File: config.mk
export PLATFORM = sky130hd
export DESIGN_NAME = regfile_write_decoder
export DESIGN_NICKNAME = d
export VERILOG_FILES = /design/src/rtl/regfile_write_decoder.sv
export SDC_FILE = /design/constraint.sdc
export NUM_CORES = 1
export LEC_CHECK = 0
export CORE_MARGIN = 2
export CORE_UTILIZATION = 66
export CTS_CLUSTER_DIAMETER = 40
export CTS_CLUSTER_SIZE = 20
export DETAILED_ROUTE_END_ITERATION = 7
export DONT_BUFFER_PORTS = 1
export GPL_TIMING_DRIVEN = 0
export PLACE_DENSITY = 0.82
export SYNTH_ARGS = -nofsm -noshare
export SYNTH_HDL_FRONTEND = slang
export SYNTH_SLANG_ARGS = --single-unit
File: constraint.sdc
create_clock -name clk -period 4.7 [get_ports clk]
set_input_delay 0.94 -clock clk [delete_from_list [all_inputs] [get_ports clk]]
set_output_delay 0.94 -clock clk [all_outputs]
set_load 0.005 [all_outputs]
File: src/rtl/regfile_write_decoder.sv
// Registered one-hot write-enable decoder with burst mode and sticky range error.
// Optional macro REGFILE_WDEC_BURST_WRAP_EN: bursts wrap from the last register to 0.
module regfile_write_decoder #(
  parameter int NUM_REGS = 10,
  parameter int ADDR_W   = 4
) (
  input  logic                clk,
  input  logic                reset,
  input  logic                wr_en,
  input  logic [ADDR_W-1:0]   WA,
  input  logic                burst_start,
  input  logic [ADDR_W-1:0]   burst_len,
  input  logic                err_clr,
  output logic [NUM_REGS-1:0] W,
  output logic                busy,
  output logic                err,
  output logic                dbg_state
);

  typedef enum logic {
    S_IDLE  = 1'b0,
    S_BURST = 1'b1
  } state_t;

  localparam logic [ADDR_W:0]     LP_NUM  = (ADDR_W+1)'(NUM_REGS);
  localparam logic [ADDR_W-1:0]   LP_LAST = ADDR_W'(NUM_REGS - 1);
  localparam logic [NUM_REGS-1:0] LP_ONE  = NUM_REGS'(1);

  state_t              r_state;
  logic [ADDR_W-1:0]   r_cur;
  logic [ADDR_W-1:0]   r_rem;
  logic [NUM_REGS-1:0] r_w;
  logic                r_busy;
  logic                r_err;

  logic              w_wa_ok;
  logic              w_last_reg;
  logic [ADDR_W-1:0] w_cur_inc;
  logic [ADDR_W-1:0] w_cur_next;
  logic              w_step_err;
  logic              w_step_more;
  logic              w_req;
  logic              w_err_set;

  assign w_wa_ok    = ({1'b0, WA} < LP_NUM);
  assign w_last_reg = (r_cur == LP_LAST);
  assign w_cur_inc  = r_cur + ADDR_W'(1);

`ifdef REGFILE_WDEC_BURST_WRAP_EN
  assign w_cur_next = w_last_reg ? '0 : w_cur_inc;
  assign w_step_err = 1'b0;
`else
  assign w_cur_next = w_cur_inc;
  // Running off the top of the bank ends the burst early and flags it.
  assign w_step_err = w_last_reg && (r_rem != '0);
`endif

  assign w_step_more = (r_rem != '0) && !w_step_err;

  // Requests (wr_en / burst_start) are only taken while busy is low; any
  // request sampled while busy is high is dropped with no other effect.
  assign w_req     = wr_en || burst_start;
  assign w_err_set = ((r_state == S_IDLE)  && w_req && !w_wa_ok) ||
                     ((r_state == S_BURST) && w_step_err);

  always_ff @(posedge clk or posedge reset) begin
    if (reset) begin
      r_state <= S_IDLE;
      r_cur   <= '0;
      r_rem   <= '0;
      r_w     <= '0;
      r_busy  <= 1'b0;
      r_err   <= 1'b0;
    end else begin
      if (w_err_set) begin
        r_err <= 1'b1;
      end else if (err_clr) begin
        r_err <= 1'b0;
      end

      case (r_state)
        S_IDLE: begin
          r_w <= '0;
          if (burst_start) begin
            if (w_wa_ok) begin
              r_state <= S_BURST;
              r_busy  <= 1'b1;
              r_cur   <= WA;
              r_rem   <= burst_len;
              r_w     <= LP_ONE << WA;
            end
          end else if (wr_en && w_wa_ok) begin
            r_w <= LP_ONE << WA;
          end
        end
        S_BURST: begin
          if (w_step_more) begin
            r_cur <= w_cur_next;
            r_rem <= r_rem - ADDR_W'(1);
            r_w   <= LP_ONE << w_cur_next;
          end else begin
            r_state <= S_IDLE;
            r_busy  <= 1'b0;
            r_w     <= '0;
          end
        end
        default: begin
          r_state <= S_IDLE;
          r_busy  <= 1'b0;
          r_w     <= '0;
        end
      endcase
    end
  end

  assign W         = r_w;
  assign busy      = r_busy;
  assign err       = r_err;
  assign dbg_state = (r_state == S_BURST);

endmodule
[Word-level counts from Yosys, hierarchy flattened]
Index checks and enable logic that the tools add are counted.
Storage, ports and cells
  flip-flop bits (word level): 21
  latch bits: 0
  memory bits (writable): 0
  bits in read-only memories: 0
  input bits: 13
  output and inout port bits: 13
  logic and storage cells: 54
  memories: 0
Operators by class
  add/subtract/negate cells: 2
  multipliers: 0
  div/mod/pow operators: 0
  $lt $le $gt $ge: 1
  equality and inequality tests: 5
  shifts and indexed selects: 2
  mux-type cells: 23
  bitwise logic cells: 1
  reductions and logical operators: 14
Operator list (count)
  10-bit two-way mux: 4
  4-bit two-way mux: 6
  10-bit one-hot mux with 2 select lines: 1
  1-bit by 4-bit << shifter with 10-bit output, first input constant: 2
  4-bit one-hot mux with 2 select lines: 2
  1-bit two-way mux: 8
  1-bit logical AND: 6
  2-bit inequality test, second input constant: 3
  3-bit AND reduction: 2
  4-bit by 1-bit adder with 4-bit output, second input constant: 1
  4-bit equality test, second input constant: 1
  4-bit < comparator, second input constant: 1
  1-bit one-hot mux with 2 select lines: 2
  4-bit nonzero test: 1
  4-bit by 1-bit subtractor with 4-bit output, second input constant: 1
  1-bit logical NOT: 2
  1-bit logical OR: 2
  2-bit by 1-bit inequality test with 1-bit output, second input constant: 1
  2-bit nonzero test: 1
  1-bit NOT: 1

[Depth between registers and ports, before layout]
Gate-level depths: netlist (run 1).
  word-level depth: 6
  mapped depth: 7
  mapped depth without buffers: 6

[Worst setup path after synthesis (run 1)]
Ideal clock, no wire load.
  path type: input-to-reg
  start point: input port WA[2]
  end point: register r_rem[0]
  library setup time: 0.095 ns
  arrival time: 1.722 ns
  data required time: 4.605 ns
  slack: 2.882 ns
  stages: 4
  buffers on the path: 1
  cells stage by stage: o21ai_0 a32oi_4 buf_6 o31ai_1
On the way
  word-level cells in the longest chain between the ends: 3
Ends and longest elaborated chain
  from (decl): RTL line 10  | input logic [ADDR_W-1:0] WA,
  4-bit < comparator: RTL line 45  | assign w_wa_ok = ({1'b0, WA} < LP_NUM);
  2-bit inequality test (no line)
  3-bit AND reduction (no line)
  to (signal assigned): RTL line 89  | r_rem <= burst_len;
  to (signal assigned): RTL line 99  | r_rem <= r_rem - ADDR_W'(1);
  to (decl): RTL line 31  | logic [ADDR_W-1:0] r_rem;
No other way between the ends.
A chain may end at the register's enable or synchronous reset.

[Worst setup path after layout (run 1)]
  start point: register r_rem[0]
  end point: register r_cur[2]
On the way
  word-level cells in the longest chain between the ends: 6
Ends and longest elaborated chain
  4-bit nonzero test (*): RTL line 55, 58
  1-bit logical AND: RTL line 55  | assign w_step_err = w_last_reg && (r_rem != '0);
  1-bit logical NOT: RTL line 58  | assign w_step_more = (r_rem != '0) && !w_step_err;
  1-bit logical AND (*): RTL line 58
  2-bit by 1-bit inequality test with 1-bit output (no line) (*)
  3-bit AND reduction (no line) (*)
  to (signal assigned): RTL line 98  | r_cur <= w_cur_next;
  to (decl): RTL line 30  | logic [ADDR_W-1:0] r_cur;
Every way passes the cells marked *; elsewhere a longest branch is shown, timed or not.

==> results.toml, run 1 <==
[run_status]
status = "complete, no violations"

[critical_path]
crit_path_top_delay_cell = "dfrtp_1"
crit_path_max_incr_delay_ps = 420
cp.required_ps = 4920
worstPathMaxFanout = 10
end_kind = "flip-flop"
path_cells = "inv_1, ha_1, or3b_4, a32oi_4, buf_6, nand2_1, o21ai_0"
cp_data_arrival_time_ps = 2060
cp-start-kind = "flip-flop"
criticalPathCategory = "reg -> reg"

[logic_synthesis]
syn_area_per_cell_um2 = 9.69
yosysSeqAreaShare_pct = 43.8
ys_warn_count = 0
yosys.area.top_type = "dfrtp_1"
yosys.area.top_type_share_pct = 43.8
syn-instance-count = 124
synth_enable_flop_cells = 0
synth-compound-area-share_pct = 22.5
synth.area.top_cells = "dfrtp_1, ha_1, a32o_1, o21ai_0, inv_1"
synth_area_um2 = 1200
synthFlopType = "dfrtp_1"
synth_top_family_by_area = "compound AO/OA/AOI/OAI gates"
synth_mux_area_share_pct = 1.67
ys_seq_elements = 21
syn-num-nets = 144
synthAdderAreaFrac_pct = 7.29
synthDistinctLibCells = 34
synth_xor_area_share_pct = 1.46
async_flop_share_pct = 100
synth-simple-area-share_pct = 17.8

[clocking]
cts_hold_buffers = 0
cts_htree_levels = 1
clock_sinks = 21
tritoncts = "done"
cts_setup_buffers = 0
clk_pin_slew_worst_paths_ps = 120
clkLatencyLatePin_ps = 290
cts_resized = 0
cts_buffer_depth = 2
clock-root-buffer = "clkbuf_4"
cts_made_buffers = 3

[pwr]
p_leak_nw = 0.560
irDropWorstVdd_mv = 0.409
total_power_mw = 0.823
power.density_nw_per_um2 = 654

[placement]
gp_congestion = 0.869
dp_cells = 149
hpwl_um = 1800
port_buffers = 0
dpl_cell_area_um2 = 1230

[grt]
grt_antenna_before_repair = 0
grt_pass1_wl_um = 4060
grt_pass1_vias = 884
globalRouteOverflowTotal = 0
gr-usage-met2_pct = 40.0
gr-usage-met3_pct = 4.31
globalRouteTotalUtil_pct = 26.1
grt_util_met1_pct = 38.4
grt_max_degree = 22
busiest_layer = "met2"

[die]
die_w_um = 46.7
core-area_um2 = 1730
fp.dieH_um = 46.7
initial_core_util_pct = 69.6
dieArea_um2 = 2180
num_io_pins = 26
num_rows = 15

[layout]
design_area_um2 = 1260
diodes = 0
seqCellArea_um2 = 526
area_growth_pct = 4.79
instances_no_fill = 153
multi_input_area_um2 = 609
drive_gt1_share_pct = 7.81
nets = 149
fillCellCount = 127

[route]
ant_nets = 0
num_vias = 972
dr.pass1.iters = 4
wl_per_cell_um = 15.6
first_iter_violations = 42
wirelength_um = 2380
routed_via_density = 6.35
drc_errors = 0

[timing]
relSlewSlack_pct = 49.6
finalCritPeriodShare_pct = 39.2
fmaxAchievable_mhz = 542
period_needed_ps = 1840
setup_viol = 0
tns_ps = 0
fin_skew_ps = 3.40
finalHoldViolations = 0
rsz0062_at_grt = "false"
maxSlewViolCount = 0
worstMarginPinSlew_ps = 755

[flow_run]
maxCapViolCount = 0

[min_path]
min_path_type = "reg -> reg"
flip-flops by register name (all words and copies together) (netlist names):
name / count
W: 10
busy: 1
dbg_state: 1
err: 1
r_cur: 4
r_rem: 4
cells in the mapped netlist (2+ instances only):
| master | count |
|---|---|
| a32o_1 | 8 |
| o31ai_1 | 2 |
| mux2i_1 | 2 |
| nor3b_1 | 3 |
| nand2_1 | 10 |
| nor2_1 | 6 |
| dfrtp_1 | 21 |
| o22ai_1 | 3 |
| nor2b_1 | 5 |
| nand3_1 | 2 |
| nor3_1 | 5 |
| inv_1 | 10 |
| a21oi_1 | 4 |
| buf_2 | 2 |
| o21ai_0 | 15 |
| nand3b_1 | 2 |
| ha_1 | 7 |
critical path, delay by kind of cell, from the launching register on:
family,cells,cell delay (ps)
DFF,1,420
adders and majority gates,1,170
AOI/OAI and AO/OA,2,450
buffers and inverters,2,250
and+or+nand+nor,2,470
worst paths after layout:
check	cells past startpoint	end	startpoint	slack (ps)
worst max-delay path	7	r_cur[2]	r_rem[0]	2860
worst min-delay path	1	r_rem[0]	r_rem[0]	510
worst max register to register	7	r_cur[2]	r_rem[0]	2860
worst min register to register	1	r_rem[0]	r_rem[0]	510
max in group asynchronous	1	r_rem[0]	reset	3580
min in group asynchronous	1	W[4]	reset	650
where the power goes:
group | switching, mW | internal, mW | total (mW) | leakage [nW]
registers | 0.0669 | 0.247 | 0.313 | 0.272
clock network | 0.0530 | 0.0330 | 0.0860 | 0.0150
logic | 0.245 | 0.178 | 0.423 | 0.273
cell usage in the layout, fill, tap and decap left out:
| master | n |
|---|---|
| nor2b_1 | 5 |
| buf_6 | 1 |
| or4_1 | 1 |
| o21ai_0 | 15 |
| a21oi_1 | 4 |
| buf_1 | 1 |
| o31ai_1 | 2 |
| a32oi_4 | 1 |
| nand2b_1 | 1 |
| a32o_1 | 8 |
| buf_2 | 2 |
| dfrtp_1 | 21 |
| ha_1 | 7 |
| or2_2 | 1 |
| or3b_4 | 1 |
| a31oi_1 | 1 |
| nand2_1 | 10 |
| xor2_1 | 1 |
| o2bb2ai_1 | 1 |
| clkbuf_4 | 3 |
| nor3b_1 | 3 |
| o22ai_1 | 3 |
| nor4_1 | 1 |
| mux2i_1 | 2 |
| nor3_1 | 5 |
| nand3_1 | 2 |
| nor2_1 | 6 |
| and3_1 | 1 |
| a211o_1 | 1 |
| xnor2_1 | 1 |
| o21ba_2 | 1 |
| nand3b_1 | 2 |
| and2_1 | 1 |
| clkbuf_1 | 2 |
| inv_1 | 10 |
cells by family after synthesis:
family | Yosys count
adders and majority gates | 7
and+or+nand+nor | 40
muxes | 2
xor gates and xnor gates | 2
buffers and inverters | 15
DFF | 21
AOI/OAI and AO/OA | 37
per-layer routing:
metal  vias up  routed length [um]  part of all wire (%)
met1       463                1020                    43
met4         0                  13                  0.55
met3         2                 232                   9.7
met2        51                1120                    47
li1        456                   -                     -
met5         -                   0                     0
stage by stage:
stage / util [%] / setup slack [ps] / hold WS [ps]
floorplan: - / 2880 / 469
global placement: 71.4 / 2800 / 485
detailed placement: 71.4 / 2750 / 490
CTS: 72.9 / 2860 / 505
global route: 72.9 / 2730 / 551
finish: 72.9 / 2860 / 507
layout make-up:
class / count / area share [%]
buffer: 5 / 2.29
clock buffer: 4 / 2.09
inverter: 10 / 2.98
multi-input combinational: 88 / 48.4
sequential: 21 / 41.7
tap: 25 / 2.49
Note: power is estimated with default switching activity, not from simulation.
==> run 2, diff against run 1 <==
--- a/config.mk
+++ b/config.mk
@@ -6,13 +6,13 @@
 export NUM_CORES = 1
 export LEC_CHECK = 0
 export CORE_MARGIN = 2
-export CORE_UTILIZATION = 66
+export CORE_UTILIZATION = 55
 export CTS_CLUSTER_DIAMETER = 40
 export CTS_CLUSTER_SIZE = 20
 export DETAILED_ROUTE_END_ITERATION = 7
 export DONT_BUFFER_PORTS = 1
 export GPL_TIMING_DRIVEN = 0
-export PLACE_DENSITY = 0.82
+export PLACE_DENSITY = 0.73
 export SYNTH_ARGS = -nofsm -noshare
 export SYNTH_HDL_FRONTEND = slang
 export SYNTH_SLANG_ARGS = --single-unit
==> constraint.sdc (replaced) <==
create_clock -name clk -period 1.59 [get_ports clk]
set_input_delay 0.318 -clock clk [delete_from_list [all_inputs] [get_ports clk]]
set_output_delay 0.318 -clock clk [all_outputs]
set_load 0.005 [all_outputs]
==> run 2 against run 1 <==
Against the previous run:
- the run now ends with negative setup slack left
- largest power group unchanged
- final area increased by 11%
- via count increased by 5.2%
- count of clock-buffer cells in the layout unchanged
- clock power increased to 3.0 times the previous value
- critical path depth unchanged
- first-iteration DRC count decreased by 26%
- global-route usage decreased by 3.3 points
- sequential share of layout area decreased by 4.1 points
- cell count increased by 8.5%
- fmax increased by 4.5%
- total power increased to 3.6 times the previous value
- wire length increased by 20%
==> results.toml, run 2 (same netlist as run 1, synthesis figures left out) <==
[timing]
finalCritPeriodShare_pct = 111
period_needed_ps = 1760
relSlewSlack_pct = 45.3
fmaxAchievable_mhz = 567
hold_slack_ps = 46.9
rsz0062_at_grt = "true"
worstMarginPinSlew_ps = 819
setup_viol = 19
fin_skew_ps = 8.10
finalHoldViolations = 0
maxSlewViolCount = 0
setup_slack_ps = -174

[layout]
design_area_um2 = 1400
final_util_pct = 70.1
fillCellCount = 160
final_common_cell = "dfrtp_1"
diodes = 0
nets = 160
area_growth_pct = 16.8
drive_gt1_share_pct = 23.7
largest_reg_flops = 10
mostFrequentLayoutCells = "dfrtp_1, inv_1, buf_4, nand2_1, a32o_1"

[pwr]
pwr-share-clk_pct = 8.8
power.combinational.fraction_pct = 59.9
irDropWorstVdd_mv = 1.38
switching_share_pct = 43.8
internal-power_mw = 1.65
p_seq_share_pct = 31.3
total_power_mw = 2.93
power.density_nw_per_um2 = 2090
p_leak_nw = 0.621
switchingPower_mw = 1.28

[route]
routed_via_density = 6.16
ant_nets = 0
wirelength_um = 2850
dr.pass1.iters = 4
first_iter_violations = 31
num_vias = 1023
wl_per_cell_um = 17.2
drc_errors = 0

[die]
core-area_um2 = 2000
die_w_um = 50.7
fp.dieH_um = 50.7
dieArea_um2 = 2570
num_io_pins = 26
initial_core_util_pct = 60.0
num_rows = 16

[clocking]
cts_made_buffers = 3
cts_buffer_depth = 2
tritoncts = "done"
clk_pin_slew_worst_paths_ps = 120
clkLatencyLatePin_ps = 300
clock_sinks = 21
cts_htree_levels = 1
clock-root-buffer = "clkbuf_4"

[placement]
gp_congestion = 0.753
dpl_cell_area_um2 = 1250
hpwl_um = 1810
dp_slack_ps = -164
port_buffers = 0

[grt]
grt_max_degree = 22
globalRouteTotalUtil_pct = 22.9
globalRouteOverflowTotal = 0
grt_antenna_before_repair = 0
grt_pass1_vias = 958
grt_pass1_wl_um = 4330

[critical_path]
cp_data_arrival_time_ps = 1980
end_kind = "flip-flop"
cp-start-kind = "flip-flop"
criticalPathCategory = "reg -> reg"
cp.required_ps = 1800
worstPathMaxFanout = 7

[flow_run]
maxCapViolCount = 0

[min_path]
min_path_type = "in -> async"

[run_status]
violations = "negative setup slack"
status = "complete, but fails checks"
[run 2: cell count changes in the layout (fill, tap and decap cells not counted), sizes merged]
cell    change
and3        +1
clkbuf      +1
buf         +9
[run 2: final timing paths]
path | startpoint | end | slack, ps | cells after the start
worst max-delay path | r_rem[0] | r_cur[0] | -170 | 7
worst min-delay path | reset | W[9] | 50 | 1
worst max register to register | r_rem[0] | r_cur[0] | -170 | 7
worst min register to register | err | err | 540 | 2
max in group asynchronous | reset | r_cur[1] | 970 | 1
min in group clk | WA[0] | W[8] | 90 | 1
[run 2: critical path: stages, from the launching register on]
cell and delay, ps:
dfrtp_1 400, inv_1 60, ha_2 170, or3b_4 400
a32oi_4 350, buf_4 180, o21ai_1 50, o31ai_1 60
[run 2: cell type report]
class,count,area [um^2],share of cell area [%]
clock buffers,4,26.3,1.87
well taps,27,33.8,2.41
multi-input cells,89,666,47.5
plain buffers,4,25.0,1.78
repair buffers,11,86.3,6.16
inverters,10,37.5,2.68
flip-flops and latches,21,528,37.6
[run 2: repair_timing]
action	in CTS	in global routing
resized for setup	8	9
setup endpoints to repair	19	20
buffers inserted	6	4
pin swaps	1	5
cloned	1	1
hold buffers	0	0
[run 2: layer usage]
| metal | up-vias | wire length [um] | track usage, % |
|---|---|---|---|
| li1 | 480 | - | - |
| met1 | 502 | 1190 | 29.1 |
| met2 | 33 | 1460 | 36.2 |
| met3 | 8 | 143 | 3.57 |
| met4 | 0 | 52 | 14.4 |
| met5 | - | 0 | 0 |
[run 2: stage by stage]
| stage | setup TNS [ps] | std cells |
|---|---|---|
| 2_1_floorplan | -153 | 124 |
| 3_3_place_gp | -1590 | 151 |
| 3_5_place_dp | -2120 | 151 |
| 4_1_cts | -1920 | 161 |
| 5_1_grt | -3220 | 166 |
| 6_report | -1960 | 166 |
[run 2: power by group through the flow]
| stage | Combinational, mW | Clock [mW] | Sequential (mW) |
|---|---|---|---|
| global placement | 1.25 | 0 | 0.929 |
| detailed placement | 1.31 | 0 | 0.937 |
| CTS | 1.49 | 0.269 | 0.910 |
| floorplan | 1.08 | 0 | 0.884 |
| finish | 1.76 | 0.258 | 0.916 |
| global route | 1.92 | 0.280 | 0.934 |
==> run 3, diff against run 2 <==
--- a/config.mk
+++ b/config.mk
@@ -5,6 +5,7 @@
 export SDC_FILE = /design/constraint.sdc
 export NUM_CORES = 1
 export LEC_CHECK = 0
+export CORE_ASPECT_RATIO = 0.8
 export CORE_MARGIN = 2
 export CORE_UTILIZATION = 55
 export CTS_CLUSTER_DIAMETER = 40
==> run 3 against run 2 <==
Against the previous run:
- the run still ends with negative setup slack left
- via count unchanged
- first-iteration DRC count up 65%
- worst setup slack worse by 44 ps
- hold slack worse by 32 ps
- sequential share of layout area down 1.0 points
- combinational power up 6%
- die area up 0.11%
- core utilization down 1.4 points
- largest power group unchanged
- highest routed layer unchanged
==> results.toml, run 3 (same netlist as run 1, synthesis figures left out) <==
[grt]
grt_antenna_before_repair = 0
grt_pass1_vias = 926
globalRouteTotalUtil_pct = 23.1
grt_pass1_wl_um = 4420
gr-usage-met2_pct = 36.7
globalRouteOverflowTotal = 0
gr-usage-met3_pct = 6.82
grt_max_degree = 22
busiest_layer = "met2"
grt_util_met1_pct = 30.3

[critical_path]
crit_path_max_incr_delay_ps = 420
cp_data_arrival_time_ps = 2010
worstPathMaxFanout = 6
cp-start-kind = "flip-flop"
crit_cells = 6
cp.required_ps = 1800
criticalPathCategory = "reg -> reg"
worst-path-buf-inv = 2
crit_family = "compound AO/OA/AOI/OAI gates"
end_kind = "flip-flop"
crit_path_top_delay_cell = "dfrtp_1"
path_cells = "inv_2, ha_4, or3b_4, a32oi_4, buf_4, o21ai_1"
ff2ff_path_depth = 6

[route]
wl_per_cell_um = 17.3
ant_nets = 0
num_vias = 1023
dr.pass1.iters = 4
drc_errors = 0
routed_via_density = 6.09
first_iter_violations = 51
wirelength_um = 2910

[die]
num_rows = 15
initial_core_util_pct = 57.1
core-area_um2 = 2100
num_io_pins = 26
die_w_um = 56.3
dieArea_um2 = 2580
fp.dieH_um = 45.8

[clocking]
clk_pin_slew_worst_paths_ps = 120
cts_made_buffers = 3
cts_buffer_depth = 2
cts_htree_levels = 1
cts_hold_buffers = 0
clkLatencyLatePin_ps = 310
clock-root-buffer = "clkbuf_4"
tritoncts = "done"
clock_sinks = 21

[placement]
hpwl_um = 1820
port_buffers = 0
dpl_cell_area_um2 = 1250
dp_cells = 149
gp_congestion = 0.839

[pwr]
power.density_nw_per_um2 = 2120
irDropWorstVdd_mv = 1.47
p_leak_nw = 0.639

[timing]
finalCritPeriodShare_pct = 114
finalHoldViolations = 0
fmaxAchievable_mhz = 553
worstMarginPinSlew_ps = 776
maxSlewViolCount = 0
rsz0062_at_grt = "true"
setup_slack_ps = -218
relSlewSlack_pct = 48.2
tns_ps = -1670
fin_skew_ps = 7.73
setup_viol = 9
period_needed_ps = 1810

[layout]
final_common_cell = "dfrtp_1"
instances_no_fill = 168
mostFrequentLayoutCells = "dfrtp_1, buf_4, nand2_1, a32o_1, o21ai_0"
nets = 164
design_area_um2 = 1440
drive_gt1_share_pct = 29.4
largest_reg_flops = 10
area_growth_pct = 20.1
diodes = 0

[run_status]
violations = "negative setup slack"
status = "complete, but fails checks"

[min_path]
min_path_type = "in -> async"

[flow_run]
maxCapViolCount = 0
## run 3: cell count changes in the layout (fill, tap and decap cells not counted), sizes merged
cell and delta:
clkinv +1, and3 -1, buf +5, clkbuf -1
## run 3: final cells by class
type                            instances  area (um^2)
Multi-Input combinational cell         88          662
Clock buffer                            3         22.5
Tap cell                               25         31.3
Clock inverter                          1         5.00
Fill cell                             168          659
Buffer                                  4         25.0
Timing Repair Buffer                   16          131
Inverter                               10         37.5
Sequential cell                        21          528
## run 3: timing repair
item / in CTS / in global routing
buffers inserted: 8 / 7
resized for setup: 6 / 18
setup endpoints to repair: 18 / 19
pin swaps: 0 / 3
cloned: 0 / 1
## run 3: worst register-to-register path, stage by stage (launching register included)
cell and delay [ps]:
dfrtp_1 420, inv_2 70, ha_4 120, or3b_4 400
a32oi_4 380, buf_4 220, o21ai_1 70
## run 3: final timing paths
check / from / endpoint / slack (ps)
setup reg to reg: r_rem[1] / r_cur[1] / -220
min in group clk: WA[0] / W[8] / 90
hold / removal: reset / r_rem[2] / 10
hold reg to reg: err / err / 540
max in group asynchronous: reset / r_cur[1] / 1040
setup / recovery: r_rem[1] / r_cur[1] / -220
## run 3: per-layer routing
layer / up-vias / part of all wire, % / routed length (um)
met3: 8 / 6.4 / 185
met2: 40 / 47 / 1360
met5: - / 0 / 0
li1: 489 / - / -
met1: 486 / 45 / 1320
met4: 0 / 1.4 / 40
## run 3: metrics by stage
step | util (%) | setup WS, ps | total power, mW | hold slack [ps]
after global routing | 68.6 | -262 | 3.27 | 69.4
after CTS | 64.0 | -110 | 2.69 | 48.1
after global placement | 59.3 | -122 | 2.20 | 385
after floorplan | - | -16.4 | 1.97 | 295
after detailed placement | 59.3 | -187 | 2.25 | 397
final | 68.6 | -218 | 3.06 | 14.6
## run 3: report_power, final
part,switching (mW),leakage (nW),internal (mW)
Sequential,0.184,0.270,0.734
Clock,0.173,0.0177,0.0942
Combinational,0.972,0.352,0.900
Total,1.33,0.639,1.73
